--- config.mk ---
export PLATFORM = sky130hd
export DESIGN_NAME = p_acc_stream
export DESIGN_NICKNAME = d
export VERILOG_FILES = /design/src/rtl/p_acc_stream_pkg.sv /design/src/rtl/p_add_tree.sv /design/src/rtl/p_acc_stream.sv
export SDC_FILE = /design/constraint.sdc
export NUM_CORES = 1
export LEC_CHECK = 0
export BUFFER_PORTS_ARGS = -buffer_cell sky130_fd_sc_hd__buf_4
export CORE_ASPECT_RATIO = 1.5
export CORE_MARGIN = 3
export CORE_UTILIZATION = 25
export DETAILED_ROUTE_END_ITERATION = 8
export GPL_TIMING_DRIVEN = 0
export PLACE_DENSITY = 0.4
export SYNTH_ARGS = -nofsm -noshare
export SYNTH_HDL_FRONTEND = slang
export SYNTH_SLANG_ARGS = --single-unit
--- constraint.sdc ---
create_clock -name clk -period 3.8 [get_ports clk]
set_input_delay 0.76 -clock clk [delete_from_list [all_inputs] [get_ports clk]]
set_output_delay 0.76 -clock clk [all_outputs]
set_load 0.03 [all_outputs]
--- src/rtl/p_acc_stream_pkg.sv ---
// Shared types, FSM encodings and representable-limit helpers for the
// perceptron streaming accumulator and its adder tree.
package p_acc_stream_pkg;

  typedef enum logic [0:0] {
    INT = 1'b0,
    FXP = 1'b1
  } dtype_t;

  typedef struct packed {
    dtype_t dtype;
    logic   sign;
    int     prec;
    int     frac;
  } dconf_t;

  localparam bit ENABLE  = 1'b1;
  localparam bit DISABLE = 1'b0;

  localparam logic [1:0] ST_ACC   = 2'd0;
  localparam logic [1:0] ST_FLUSH = 2'd1;
  localparam logic [1:0] ST_OUT   = 2'd2;

  // Largest value representable by a configuration, as a raw integer.
  function automatic longint conf_max(input dconf_t c);
    if (c.sign) begin
      return (64'sd1 <<< (c.prec - 1)) - 64'sd1;
    end else begin
      return (64'sd1 <<< c.prec) - 64'sd1;
    end
  endfunction

  function automatic longint conf_min(input dconf_t c);
    if (c.sign) begin
      return -(64'sd1 <<< (c.prec - 1));
    end else begin
      return 64'sd0;
    end
  endfunction

endpackage

--- src/rtl/p_add_tree.sv ---
// One-cycle registered adder tree: extends each lane per its signedness and
// sums all lanes of a beat into an exact SUM_W-bit result.
module p_add_tree
  import p_acc_stream_pkg::*;
#(
  parameter dconf_t I_CONF = '{dtype: INT, sign: 1'b1, prec: 8, frac: 0},
  parameter int     LANES  = 4,
  localparam int    I_PREC = I_CONF.prec,
  localparam int    SUM_W  = I_PREC + $clog2(LANES)
) (
  input  logic                    clk,
  input  logic                    reset,
  input  logic                    in_valid,
  input  logic [LANES*I_PREC-1:0] in_data,
  output logic                    sum_valid,
  output logic [SUM_W-1:0]        sum
);

  logic [SUM_W-1:0] sum_s;

  // Lane reduction; SUM_W covers the worst-case total so no bits are lost.
  always_comb begin
    sum_s = '0;
    for (int k = 0; k < LANES; k++) begin
      if (I_CONF.sign) begin
        sum_s = sum_s + SUM_W'($signed(in_data[k*I_PREC +: I_PREC]));
      end else begin
        sum_s = sum_s + SUM_W'(in_data[k*I_PREC +: I_PREC]);
      end
    end
  end

  // Result register; the sum holds its value between beats.
  always_ff @(posedge clk or posedge reset) begin
    if (reset) begin
      sum_valid <= 1'b0;
      sum       <= '0;
    end else begin
      sum_valid <= in_valid;
      if (in_valid) begin
        sum <= sum_s;
      end
    end
  end

endmodule

--- src/rtl/p_acc_stream.sv ---
// Streaming multi-lane accumulator: sums LANES operands per beat, accumulates a
// burst, then converts the total to O_CONF with sticky udf/ovf/rounded flags.
module p_acc_stream
  import p_acc_stream_pkg::*;
#(
  parameter dconf_t I_CONF    = '{dtype: INT, sign: 1'b1, prec: 8, frac: 0},
  parameter dconf_t O_CONF    = '{dtype: INT, sign: 1'b1, prec: 16, frac: 0},
  parameter int     LANES     = 4,
  parameter int     MAX_BEATS = 256,
  parameter bit     SAT       = ENABLE,
  localparam int    I_PREC    = I_CONF.prec,
  localparam int    O_PREC    = O_CONF.prec,
  localparam int    BEAT_W    = $clog2(MAX_BEATS + 1)
) (
  input  logic                    clk,
  input  logic                    reset,
  input  logic                    in_valid,
  output logic                    in_ready,
  input  logic [LANES*I_PREC-1:0] in_data,
  input  logic                    in_last,
  output logic                    out_valid,
  input  logic                    out_ready,
  output logic [O_PREC-1:0]       out,
  output logic [BEAT_W-1:0]       out_beats,
  output logic                    udf,
  output logic                    ovf,
  output logic                    rounded
);

  localparam int SUM_W = I_PREC + $clog2(LANES);
  localparam int ACC_W = SUM_W + $clog2(MAX_BEATS) + 1;
  localparam int SHIFT = O_CONF.frac - I_CONF.frac;
  localparam int LSH   = (SHIFT > 0) ? SHIFT : 0;
  localparam int RSH   = (SHIFT < 0) ? -SHIFT : 0;
  localparam int CV_W  = ACC_W + LSH;
  localparam int CMP_W = (CV_W > 64) ? CV_W : 64;

  localparam logic signed [CMP_W-1:0] O_MAX_C = CMP_W'(conf_max(O_CONF));
  localparam logic signed [CMP_W-1:0] O_MIN_C = CMP_W'(conf_min(O_CONF));
  localparam logic signed [ACC_W-1:0] ACC_MAX = {1'b0, {(ACC_W-1){1'b1}}};
  localparam logic signed [ACC_W-1:0] ACC_MIN = {1'b1, {(ACC_W-1){1'b0}}};
  localparam logic [ACC_W-1:0]        RMASK   = ACC_W'((64'd1 << RSH) - 64'd1);

  if (O_CONF.dtype != I_CONF.dtype) begin : g_conf_err
    $error("p_acc_stream: O_CONF.dtype must equal I_CONF.dtype");
  end

  logic [1:0]               state_r;
  logic signed [ACC_W-1:0]  acc_r;
  logic                     acc_ovf_r;
  logic                     acc_udf_r;
  logic [BEAT_W-1:0]        beats_r;
  logic                     beat_acc_s;
  logic                     tree_valid_s;
  logic [SUM_W-1:0]         tree_sum_s;
  logic signed [ACC_W-1:0]  tree_ext_s;
  logic signed [ACC_W:0]    add_wide_s;
  logic signed [ACC_W-1:0]  acc_sum_s;
  logic                     add_ovf_s;
  logic                     add_udf_s;
  logic signed [CMP_W-1:0]  cv_s;
  logic [O_PREC-1:0]        out_s;
  logic                     cv_ovf_s;
  logic                     cv_udf_s;
  logic                     cv_rnd_s;

  assign in_ready   = (state_r == ST_ACC);
  assign beat_acc_s = in_valid & in_ready;

  p_add_tree #(
    .I_CONF (I_CONF),
    .LANES  (LANES)
  ) u_tree (
    .clk       (clk),
    .reset     (reset),
    .in_valid  (beat_acc_s),
    .in_data   (in_data),
    .sum_valid (tree_valid_s),
    .sum       (tree_sum_s)
  );

  // Saturating accumulate; the clamp only engages once a burst runs past MAX_BEATS.
  always_comb begin
    tree_ext_s = '0;
    add_ovf_s  = 1'b0;
    add_udf_s  = 1'b0;
    acc_sum_s  = acc_r;
    if (I_CONF.sign) begin
      tree_ext_s = ACC_W'($signed(tree_sum_s));
    end else begin
      tree_ext_s = ACC_W'($unsigned(tree_sum_s));
    end
    add_wide_s = {acc_r[ACC_W-1], acc_r} + {tree_ext_s[ACC_W-1], tree_ext_s};
    if (!tree_valid_s) begin
      acc_sum_s = acc_r;
    end else if (add_wide_s[ACC_W] != add_wide_s[ACC_W-1]) begin
      if (add_wide_s[ACC_W]) begin
        add_udf_s = 1'b1;
        acc_sum_s = ACC_MIN;
      end else begin
        add_ovf_s = 1'b1;
        acc_sum_s = ACC_MAX;
      end
    end else begin
      acc_sum_s = add_wide_s[ACC_W-1:0];
    end
  end

  // Conversion works on acc_sum_s so the final beat, still in flight during FLUSH, is included.
  always_comb begin
    cv_s     = CMP_W'(acc_sum_s);
    cv_s     = (cv_s <<< LSH) >>> RSH;
    cv_rnd_s = |(acc_sum_s & RMASK);
    cv_ovf_s = acc_ovf_r | add_ovf_s | (cv_s > O_MAX_C);
    cv_udf_s = acc_udf_r | add_udf_s | (cv_s < O_MIN_C);
    if (SAT && (cv_s > O_MAX_C)) begin
      out_s = O_MAX_C[O_PREC-1:0];
    end else if (SAT && (cv_s < O_MIN_C)) begin
      out_s = O_MIN_C[O_PREC-1:0];
    end else begin
      out_s = cv_s[O_PREC-1:0];
    end
  end

  // Burst sequencing.
  always_ff @(posedge clk or posedge reset) begin
    if (reset) begin
      state_r <= ST_ACC;
    end else begin
      case (state_r)
        ST_ACC:   if (beat_acc_s && in_last) state_r <= ST_FLUSH;
        ST_FLUSH: state_r <= ST_OUT;
        ST_OUT:   if (out_valid && out_ready) state_r <= ST_ACC;
        default:  state_r <= ST_ACC;
      endcase
    end
  end

  // Accumulator, sticky internal flags and beat counter; cleared once the result is captured.
  always_ff @(posedge clk or posedge reset) begin
    if (reset) begin
      acc_r     <= '0;
      acc_ovf_r <= 1'b0;
      acc_udf_r <= 1'b0;
      beats_r   <= '0;
    end else if (state_r == ST_FLUSH) begin
      acc_r     <= '0;
      acc_ovf_r <= 1'b0;
      acc_udf_r <= 1'b0;
      beats_r   <= '0;
    end else begin
      if (tree_valid_s) begin
        acc_r     <= acc_sum_s;
        acc_ovf_r <= acc_ovf_r | add_ovf_s;
        acc_udf_r <= acc_udf_r | add_udf_s;
      end
      if (beat_acc_s && (beats_r != BEAT_W'(MAX_BEATS))) begin
        beats_r <= beats_r + BEAT_W'(1);
      end
    end
  end

  // Result registers: loaded leaving FLUSH, held through any backpressure.
  always_ff @(posedge clk or posedge reset) begin
    if (reset) begin
      out_valid <= 1'b0;
      out       <= '0;
      out_beats <= '0;
      udf       <= 1'b0;
      ovf       <= 1'b0;
      rounded   <= 1'b0;
    end else if (state_r == ST_FLUSH) begin
      out_valid <= 1'b1;
      out       <= out_s;
      out_beats <= beats_r;
      udf       <= cv_udf_s;
      ovf       <= cv_ovf_s;
      rounded   <= cv_rnd_s;
    end else if (out_valid && out_ready) begin
      out_valid <= 1'b0;
    end
  end

endmodule

==> key figures, run 1 <==
GRT
  • Largest net degree at the start of global routing: 60
  • First-pass GRT wire length: 22020 um
  • Initial antenna violation count: 0
  • Vias in the first global route: 4488
  • GRT Total Usage: 12.98%
  • GRT overflow: 0

Setup path
  • Critical path arrival: 4230 ps
  • CP Class: reg -> reg
  • Nature of the critical path startpoint: flip-flop
  • Crit end category: flip-flop
  • Worst EP required: 4070 ps
  • Crit path max fanout: 7
  • Reg2reg path depth: 16

Floorplanning
  • Core region area: 19240 um2
  • FP Rows: 62
  • Die area: 21480 um2
  • Die Wd: 120.7 um
  • Starting density of the core: 25.64%
  • Io pins: 67
  • Height of the die: 178.0 um

Route
  • Antenna-violating nets left: 0
  • Vias per cell: 4.681
  • Pre-antenna DRT Iters: 4
  • Initial DRC Count: 178
  • Wirelength per Cell: 15.18 um
  • WL final: 13760 um
  • DRC: 0
  • Via Count: 4241

Timing
  • Fmax: 252.6 MHz
  • Slew margin rel.: 59.13%
  • Setup TNS: -1946 ps
  • Worst Setup Slack, final: -158.3 ps
  • Setup violators final: 16
  • Crit path time final: 3958 ps
  • Final Cycle Share: 104.2%
  • RSZ-0062 raised after global routing: true
  • Max-slew violations: 0
  • Final hold viol count: 0
  • Worst-Margin Slew: 613.1 ps
  • Setup Skew: 14.95 ps

Synth
  • Post-synthesis mux area share: 1.471%
  • Synth unique cells: 65
  • Largest family of logic cells by synthesized area: compound AO/OA/AOI/OAI gates
  • Post-synthesis xor/xnor area fraction: 5.860%
  • Yosys warnings: 0
  • Synth area leader: dfrtp_1
  • Most common cell in the netlist: nor2_1
  • Sequential area share after synthesis: 36.02%
  • Post-synthesis simple-gate area fraction: 16.31%
  • Synth cell count leaders: nor2_1 (76), dfrtp_1 (71), nand2_1 (57)
  • Post-Synthesis Cell Area: 4932 um2
  • Ys async rst share: 100.0%
  • Top post-synthesis cells by area: dfrtp_1 (36%), ha_1 (9.6%), nor2_1 (5.8%)
  • Post-Synth Adder-Cell Area: 14.51%
  • Post-synth EDFFs: 0
  • Area fraction of the dominant cell type after synthesis: 36.02%
  • Dominant synthesized flop cell: dfrtp_1
  • Yosys reg bits: 71
  • Syn Nets: 630
  • Synth Area per Inst: 9.083 um2
  • Compound-Gate Fraction of Synth Area: 20.35%
  • Post-Syn Instances: 543

Clocking
  • Max H-tree Level: 3
  • CTS clk-pin slew, worst paths: 60 ps
  • CTS sink cnt: 71
  • CTS tree: done
  • CTS root buffer: clkbuf_16
  • Clk_lat worst skew: 340 ps
  • TritonCTS Buffers: 9
  • Clk buf depth: 2

Final layout
  • Fillers: 2070
  • Fin nets: 732
  • Layout Utilization: 34.30%
  • Share of layout cells above drive strength 1: 27.85%
  • # diodes: 0
  • Final Cell Area: 6599 um2
  • Layout Area Growth over Synthesis: 33.79%

Placed design
  • Gpl congestion: 0.8682
  • Setup WS pre-CTS: -672.8 ps
  • I/O Buffers: 65
  • DP HPWL: 10380 um
  • Post-place instance area: 5771 um2

Run status
  • Failing checks: setup timing
  • Status: complete, but fails checks

Hold path
  • Hold Crit Class: in -> async

Run
  • Maxcap violations: 0
final timing paths:
path / startpoint / end / slack (ps)
worst max-delay path: u_tree.sum[9] / out[4] / -160
worst min-delay path: reset / u_tree.sum[3] / 340
min in group clk: out_beats[5] / out_beats[5] / 480
worst max register to register: u_tree.sum[9] / out[4] / -160
max in group asynchronous: reset / acc_r[0] / 2880
worst min register to register: out_beats[5] / out_beats[5] / 480
worst max-delay path: stages (launching register included):
cell and delay [ps]:
dfrtp_4 570, buf_6 160, ha_4 290, and4_4 240
nand3_4 70, or3b_4 390, o21ai_4 170, inv_2 80
ha_4 320, clkinvlp_4 110, o211ai_1 110, mux2i_1 120
o41a_4 480, o31a_1 370, buf_6 160, nor2_2 120
o22a_1 130
timing repair:
action | 4_1_cts | 5_1_grt
gates resized for setup | 47 | 37
pin swaps | 19 | 19
gates cloned | 0 | 1
setup endpoints to repair | 22 | 21
endpoints found under the hold margin | 0 | 0
hold buffers | 0 | 0
buffers inserted | 18 | 7
sequential cells by signal, indices dropped and copies added, names as in the netlist:
register,cells
acc_ovf_r,1
acc_r,19
acc_udf_r,1
beats_r,9
out,16
out_beats,9
out_valid,1
ovf,1
state_r,2
u_tree.sum,10
u_tree.sum_valid,1
udf,1
through the flow:
step	hold slack, ps	instances
6_report	342.8	906
5_1_grt	347.9	906
4_1_cts	341.9	899
3_5_place_dp	472.9	865
3_3_place_gp	468.9	864
2_1_floorplan	449.3	543
cell families after synthesis:
kind of cell	after synthesis
compound gates	140
flops	71
mux	7
other cells	1
xor+xnor	33
fa+ha+maj	50
simple gates	175
buf+inv	66
final cells by class:
| cell class | instances | area, um2 | area share, % |
|---|---|---|---|
| multi-input cells | 406 | 3186 | 48.27 |
| flip-flops and latches | 71 | 1782 | 27.00 |
| repair buffers | 92 | 737.0 | 11.17 |
| well taps | 256 | 320.3 | 4.854 |
| clock buffers | 10 | 229.0 | 3.470 |
| inverters | 47 | 182.7 | 2.768 |
| plain buffers | 18 | 95.09 | 1.441 |
| clock inverters | 6 | 67.56 | 1.024 |
routing by layer:
| metal | vias up | track usage, % | wire length (um) |
|---|---|---|---|
| met3 | 32 | 1.840 | 261 |
| li1 | 2079 | - | - |
| met1 | 2071 | 14.62 | 5778 |
| met2 | 59 | 23.93 | 7184 |
| met4 | 0 | 6.049 | 530 |
| met5 | - | 0 | 0 |
layout by cell type, fill, tap and decap left out, drive strengths merged, types with 5 or more instances in the layout:
master and count:
clkbuf 23, xnor2 12, o211ai 6, buf 97, o21a 7, nor2 77, mux2i 5, ha 38
nand3 9, dfrtp 71, o22a 10, fa 12, o22ai 7, a31oi 7, xor2 21, nand2 57
a21oi 29, o21ai 37, nor4b 7, a21o 8, inv 48, a211oi 6
Power of run 1 is left out: the tool's default activity adds up to more than one toggle a clock period on the data nets, which glitch-free logic cannot reach.
==> inputs of run 2 (changes only) <==
Settings changed: ABC_AREA from default to 0, GPL_ROUTABILITY_DRIVEN from default to 0, RECOVER_POWER from default to 100.
==> run 2 against run 1 <==
Effect of this change: the run ends with capacitance limit, slew limit, setup timing left; setup slack got worse by 10 ps; die area unchanged; first-iteration DRC count decreased by 18%; via count decreased by 0.33%; critical path depth decreased by 1; sequential share of layout area increased by 0.20 points; register-to-register slack about the same; clock skew decreased by 5.7 ps; cell area decreased by 0.87%; wire length increased by 0.28%.
==> key figures, run 2 (synthesized netlist as in run 1, its figures left out) <==
Route
  • Antenna-violating nets left: 0 (unchanged)
  • WL final: 13790 um (was 13760 um)
  • Pre-antenna DRT Iters: 6 (was 4)
  • Via Count: 4227 (was 4241)
  • DRC: 0 (unchanged)
  • Vias per cell: 4.655 (was 4.681)
  • Wirelength per Cell: 15.19 um (was 15.18 um)
  • Initial DRC Count: 146 (was 178)

Floorplanning
  • Height of the die: 178.0 um (unchanged)
  • Die area: 21480 um2 (unchanged)
  • FP Rows: 62 (unchanged)
  • Starting density of the core: 25.64% (unchanged)
  • Io pins: 67 (unchanged)
  • Die Wd: 120.7 um (unchanged)
  • Core region area: 19240 um2 (unchanged)

Run status
  • Status: complete, but fails checks (unchanged)
  • Failing checks: capacitance limit, slew limit, setup timing (was setup timing)

Timing
  • Final hold viol count: 0 (unchanged)
  • Crit path time final: 3968 ps (was 3958 ps)
  • Slew margin rel.: -0.8869% (was 59.13%)
  • Final Cycle Share: 104.4% (was 104.2%)
  • Setup Skew: 9.269 ps (was 14.95 ps)
  • Worst-Margin Slew: 1513 ps (was 613.1 ps)
  • RSZ-0062 raised after global routing: true (unchanged)
  • Fmax: 252.0 MHz (was 252.6 MHz)
  • Setup violators final: 15 (was 16)
  • Setup TNS: -1730 ps (was -1946 ps)
  • Max-slew violations: 59 (was 0)
  • Worst Setup Slack, final: -168.4 ps (was -158.3 ps)

GRT
  • First-pass GRT wire length: 22480 um (was 22020 um)
  • GRT Total Usage: 13.21% (was 12.98%)
  • Largest net degree at the start of global routing: 59 (was 60)
  • GRT overflow: 0 (unchanged)
  • Initial antenna violation count: 0 (unchanged)
  • Vias in the first global route: 4441 (was 4488)

Clocking
  • CTS sink cnt: 71 (unchanged)
  • TritonCTS Buffers: 9 (unchanged)
  • CTS clk-pin slew, worst paths: 60 ps (about the same)
  • CTS tree: done (unchanged)
  • Clk buf depth: 2 (unchanged)
  • CTS root buffer: clkbuf_16 (unchanged)
  • Clk_lat worst skew: 340 ps (about the same)
  • Max H-tree Level: 3 (unchanged)

Setup path
  • Critical-path top delay cell: dfrtp_2 (was dfrtp_4)
  • Worst EP required: 4070 ps (about the same)
  • Crit-path cells: ha_2 > and4_4 > nand3_4 > or3b_4 > o21ai_4 > inv_2 > ha_4 > nor2_1 > a21oi_1 > o21ai_1 > o41a_4 > o31a_1 > buf_6 > nor2_2 > o22a_1 (was buf_6 > ha_4 > and4_4 > nand3_4 > or3b_4 > o21ai_4 > inv_2 > ha_4 > clkinvlp_4 > o211ai_1 > mux2i_1 > o41a_4 > o31a_1 > buf_6 > nor2_2 > o22a_1)
  • Nature of the critical path startpoint: flip-flop (unchanged)
  • Crit end category: flip-flop (unchanged)
  • WP buf/inv: 2 (was 4)
  • CP Class: reg -> reg (unchanged)
  • Worst path max stage delay: 550 ps (was 570 ps)
  • Crit path max-delay family: compound AO/OA/AOI/OAI gates (unchanged)
  • Crit path max fanout: 8 (was 7)
  • Critical path arrival: 4240 ps (was 4230 ps)

Final layout
  • Share of layout cells above drive strength 1: 23.77% (was 27.85%)
  • Area of the multi-input gates: 3226 um2 (was 3186 um2)
  • Largest regs: acc_r (19), out (16), u_tree.sum (10) (unchanged)
  • Largest Register: acc_r (unchanged)
  • Most common cell after layout, fill and taps aside: dfrtp_1 (was buf_4)
  • Layout Utilization: 34.00% (was 34.30%)
  • Seq. cell area: 1779 um2 (was 1782 um2)
  • Most frequent cells in the layout: dfrtp_1 (69), nor2_1 (65), buf_4 (57), nand2_1 (55), inv_1 (44) (was buf_4 (88), dfrtp_1 (69), nor2_1 (66), nand2_1 (54), inv_1 (44))
  • Flip-flop count of the largest register after layout: 19 (unchanged)
  • # diodes: 0 (unchanged)
  • Fin nets: 734 (was 732)
  • Layout Area Growth over Synthesis: 32.62% (was 33.79%)
  • Fillers: 2086 (was 2070)

Run
  • Maxcap violations: 1 (was 0)

Hold path
  • Hold Crit Class: reg -> reg (was in -> async)

Placed design
  • DP HPWL: 10390 um (was 10380 um)
  • Setup WS pre-CTS: -687.7 ps (was -672.8 ps)
  • I/O Buffers: 65 (unchanged)
run 2: cell types whose count changed in the layout (fill, tap and decap cells not counted), moves of 2 or more:
cell,before,now
fa_2,3,1
buf_4,88,57
clkbuf_4,0,2
nor2_2,8,4
clkbuf_1,13,42
fa_1,9,11
nor2_4,3,8
run 2: final timing paths:
kind	start	endpoint	slack (ps)	cells past startpoint
hold reg to reg	out_beats[2]	out_beats[2]	470	2
min in group asynchronous	reset	u_tree.sum[2]	480	2
setup / recovery	u_tree.sum[9]	out[10]	-170	15
setup reg to reg	u_tree.sum[9]	out[10]	-170	15
hold / removal	out_beats[2]	out_beats[2]	470	2
max in group asynchronous	reset	acc_r[0]	1390	3
run 2: area by class of cell:
type,instances,area share (%)
multi-input combinational,406,49.31
sequential,71,27.20
timing repair buffer,95,9.813
tap,256,4.897
clock buffer,10,3.500
inverter,47,2.774
buffer,17,1.454
clock inverter,6,1.052
run 2: layer usage:
layer / track usage [%] / wire length [um] / part of all wire, % / vias to the layer above
li1: - / - / - / 2083
met1: 15.37 / 5673 / 41 / 2046
met2: 23.84 / 7272 / 53 / 72
met3: 1.967 / 369 / 2.7 / 26
met4: 5.860 / 476 / 3.5 / 0
met5: 0 / 0 / 0 / -
run 2: repair_timing:
action / CTS / global route
pin swaps: 12 / 17
resized for setup: 34 / 55
gates cloned: 0 / 2
buffers inserted: 21 / 6
endpoints found under the setup margin: 21 / 22
hold endpoints to repair: 0 / 0
hold buffers: 0 / 0
run 2: metrics by stage:
stage | std cells | hold slack (ps) | cell area (um2)
5_1_grt | 908 | 509.0 | 6541
2_1_floorplan | 543 | 449.3 | 4932
3_5_place_dp | 865 | 467.1 | 5771
3_3_place_gp | 864 | 469.4 | 5741
4_1_cts | 902 | 343.0 | 6386
6_report | 908 | 474.2 | 6541
run 2: worst min-delay path, cell delays in order, from the launching register on:
cell and delay, ps:
dfrtp_1 340, nand2_1 50, nand2_1 60
Power of run 2 is left out for the same reason.
==> inputs of run 3 (changes only) <==
Settings changed: CAP_MARGIN from default to 40, CORE_UTILIZATION 25 to 35, PLACE_DENSITY 0.4 to 0.52.
==> run 3 against run 2 <==
Effect of this change: the run still ends with capacitance limit, slew limit, setup timing left; first-iteration DRC count rose by 12%; cell count shrank 9.4%; register-to-register slack better by 160 ps; critical path type unchanged; highest routed layer unchanged.
==> key figures, run 3 (synthesized netlist as in run 1, its figures left out) <==
Final layout
  • Seq. cell area: 1779 um2 (unchanged)
  • Fillers: 1347 (was 2086)
  • Largest regs: acc_r (19), out (16), u_tree.sum (10) (unchanged)
  • Most frequent cells in the layout: buf_4 (69), dfrtp_1 (69), nor2_1 (64), nand2_1 (53), inv_1 (44) (was dfrtp_1 (69), nor2_1 (65), buf_4 (57), nand2_1 (55), inv_1 (44))
  • Layout Area Growth over Synthesis: 30.70% (was 32.62%)
  • Largest Register: acc_r (unchanged)
  • Layout Cells excl Fill: 823 (was 908)
  • Flip-flop count of the largest register after layout: 19 (unchanged)
  • Area of the multi-input gates: 3223 um2 (was 3226 um2)
  • # diodes: 0 (unchanged)
  • Final Cell Area: 6446 um2 (was 6541 um2)
  • Fin nets: 743 (was 734)
  • Share of layout cells above drive strength 1: 24.51% (was 23.77%)

Placed design
  • I/O Buffers: 65 (unchanged)
  • Cells after DPL: 771 (was 865)
  • Post-place instance area: 5653 um2 (was 5771 um2)
  • DP HPWL: 9591 um (was 10390 um)

Timing
  • Final Cycle Share: 100.2% (was 104.4%)
  • Final hold viol count: 0 (unchanged)
  • Max-slew violations: 64 (was 59)
  • Worst Setup Slack, final: -6.980 ps (was -168.4 ps)
  • RSZ-0062 raised after global routing: true (unchanged)
  • Fmax: 262.7 MHz (was 252.0 MHz)
  • Setup violators final: 2 (was 15)
  • Worst-Margin Slew: 1555 ps (was 1513 ps)
  • Crit path time final: 3807 ps (was 3968 ps)
  • Setup Skew: 8.503 ps (was 9.269 ps)
  • Slew margin rel.: -3.693% (was -0.8869%)

Run status
  • Failing checks: capacitance limit, slew limit, setup timing (unchanged)
  • Status: complete, but fails checks (unchanged)

Setup path
  • CP Class: reg -> reg (unchanged)
  • Nature of the critical path startpoint: flip-flop (unchanged)
  • Reg2reg path depth: 16 (was 15)
  • Crit path max fanout: 5 (was 8)
  • Critical path arrival: 4080 ps (was 4240 ps)
  • Worst EP required: 4070 ps (about the same)
  • Crit end category: flip-flop (unchanged)

Clocking
  • TritonCTS Buffers: 9 (unchanged)
  • Clk_lat worst skew: 330 ps (was 340 ps)
  • Max H-tree Level: 3 (unchanged)
  • CTS sink cnt: 71 (unchanged)
  • CTS clk-pin slew, worst paths: 60 ps (about the same)
  • CTS root buffer: clkbuf_16 (unchanged)
  • Cts-stage hold buffer count: 0 (unchanged)
  • CTS tree: done (unchanged)
  • Clk buf depth: 2 (unchanged)

GRT
  • GRT Total Usage: 17.00% (was 13.21%)
  • First-pass GRT wire length: 20670 um (was 22480 um)
  • Initial antenna violation count: 0 (unchanged)
  • Largest net degree at the start of global routing: 64 (was 59)
  • Vias in the first global route: 4353 (was 4441)
  • GRT overflow: 0 (unchanged)

Route
  • Wirelength per Cell: 15.71 um (was 15.19 um)
  • DRC: 0 (unchanged)
  • Antenna-violating nets left: 0 (unchanged)
  • WL final: 12930 um (was 13790 um)
  • Pre-antenna DRT Iters: 4 (was 6)
  • Via Count: 4279 (was 4227)
  • Initial DRC Count: 163 (was 146)
  • Vias per cell: 5.199 (was 4.655)

Floorplanning
  • Starting density of the core: 36.10% (was 25.64%)
  • Height of the die: 151.4 um (was 178.0 um)
  • Die area: 15580 um2 (was 21480 um2)
  • FP Rows: 52 (was 62)
  • Core region area: 13660 um2 (was 19240 um2)
  • Die Wd: 102.9 um (was 120.7 um)
  • Io pins: 67 (unchanged)

Run
  • Maxcap violations: 1 (unchanged)

Hold path
  • Hold Crit Class: in -> async (was reg -> reg)
[run 3: cell count changes in the layout (fill, tap and decap cells not counted), moves of 3 or more]
cell / change
o21ai_1: +3
buf_4: +12
a21oi_1: +3
a21oi_2: -3
[run 3: worst max-delay path, stage by stage, from the launching register on]
cell and delay, ps:
dfrtp_2 490, buf_6 180, ha_4 300, nand3_2 90
nor2_2 150, nand4_1 190, buf_4 200, o211a_4 270
ha_4 310, clkinvlp_4 100, o211ai_1 120, mux2i_1 120
o41a_4 460, o31a_1 370, buf_6 180, nor2_4 90
o22a_1 130
[run 3: routing by layer]
layer	vias to the layer above	routed length [um]	track usage [%]
met4	0	533	8.879
met1	2065	5225	19.92
met2	87	6883	29.82
met3	26	289	2.028
li1	2101	-	-
met5	-	0	0
[run 3: timing repair]
| action | 4_1_cts | 5_1_grt |
|---|---|---|
| gates resized for setup | 40 | 48 |
| buffers inserted | 26 | 11 |
| gates cloned | 0 | 2 |
| setup endpoints to repair | 20 | 17 |
| pin swaps | 25 | 47 |
[run 3: per-stage QoR]
| stage | hold slack (ps) | TNS, ps | worst slack (ps) | utilization, % |
|---|---|---|---|---|
| floorplan | 449.3 | 0 | 26.25 | - |
| global placement | 464.8 | -9948 | -670.6 | 41.15 |
| detailed placement | 464.6 | -10920 | -725.4 | 41.37 |
| CTS | 318.5 | -458.3 | -76.12 | 46.38 |
| global route | 420.5 | -2276 | -165.8 | 47.18 |
| finish | 395.9 | -7.188 | -6.980 | 47.18 |
[run 3: layout make-up]
| class | count | area share [%] |
|---|---|---|
| multi-input cells | 407 | 50.00 |
| flip-flops and latches | 71 | 27.60 |
| repair buffers | 104 | 10.87 |
| clock buffers | 10 | 3.707 |
| well taps | 162 | 3.144 |
| inverters | 47 | 2.814 |
| plain buffers | 16 | 1.165 |
| clock inverters | 6 | 0.6988 |
[run 3: worst paths after layout]
kind                          startpoint       endpoint  slack [ps]
max in group asynchronous          reset  u_tree.sum[9]        1500
hold reg to reg             out_beats[4]   out_beats[4]         470
min in group clk            out_beats[4]   out_beats[4]         470
setup reg to reg           u_tree.sum[9]        out[11]          -7
setup / recovery           u_tree.sum[9]        out[11]          -7
hold / removal                     reset     beats_r[1]         400
Power of run 3 is left out for the same reason.
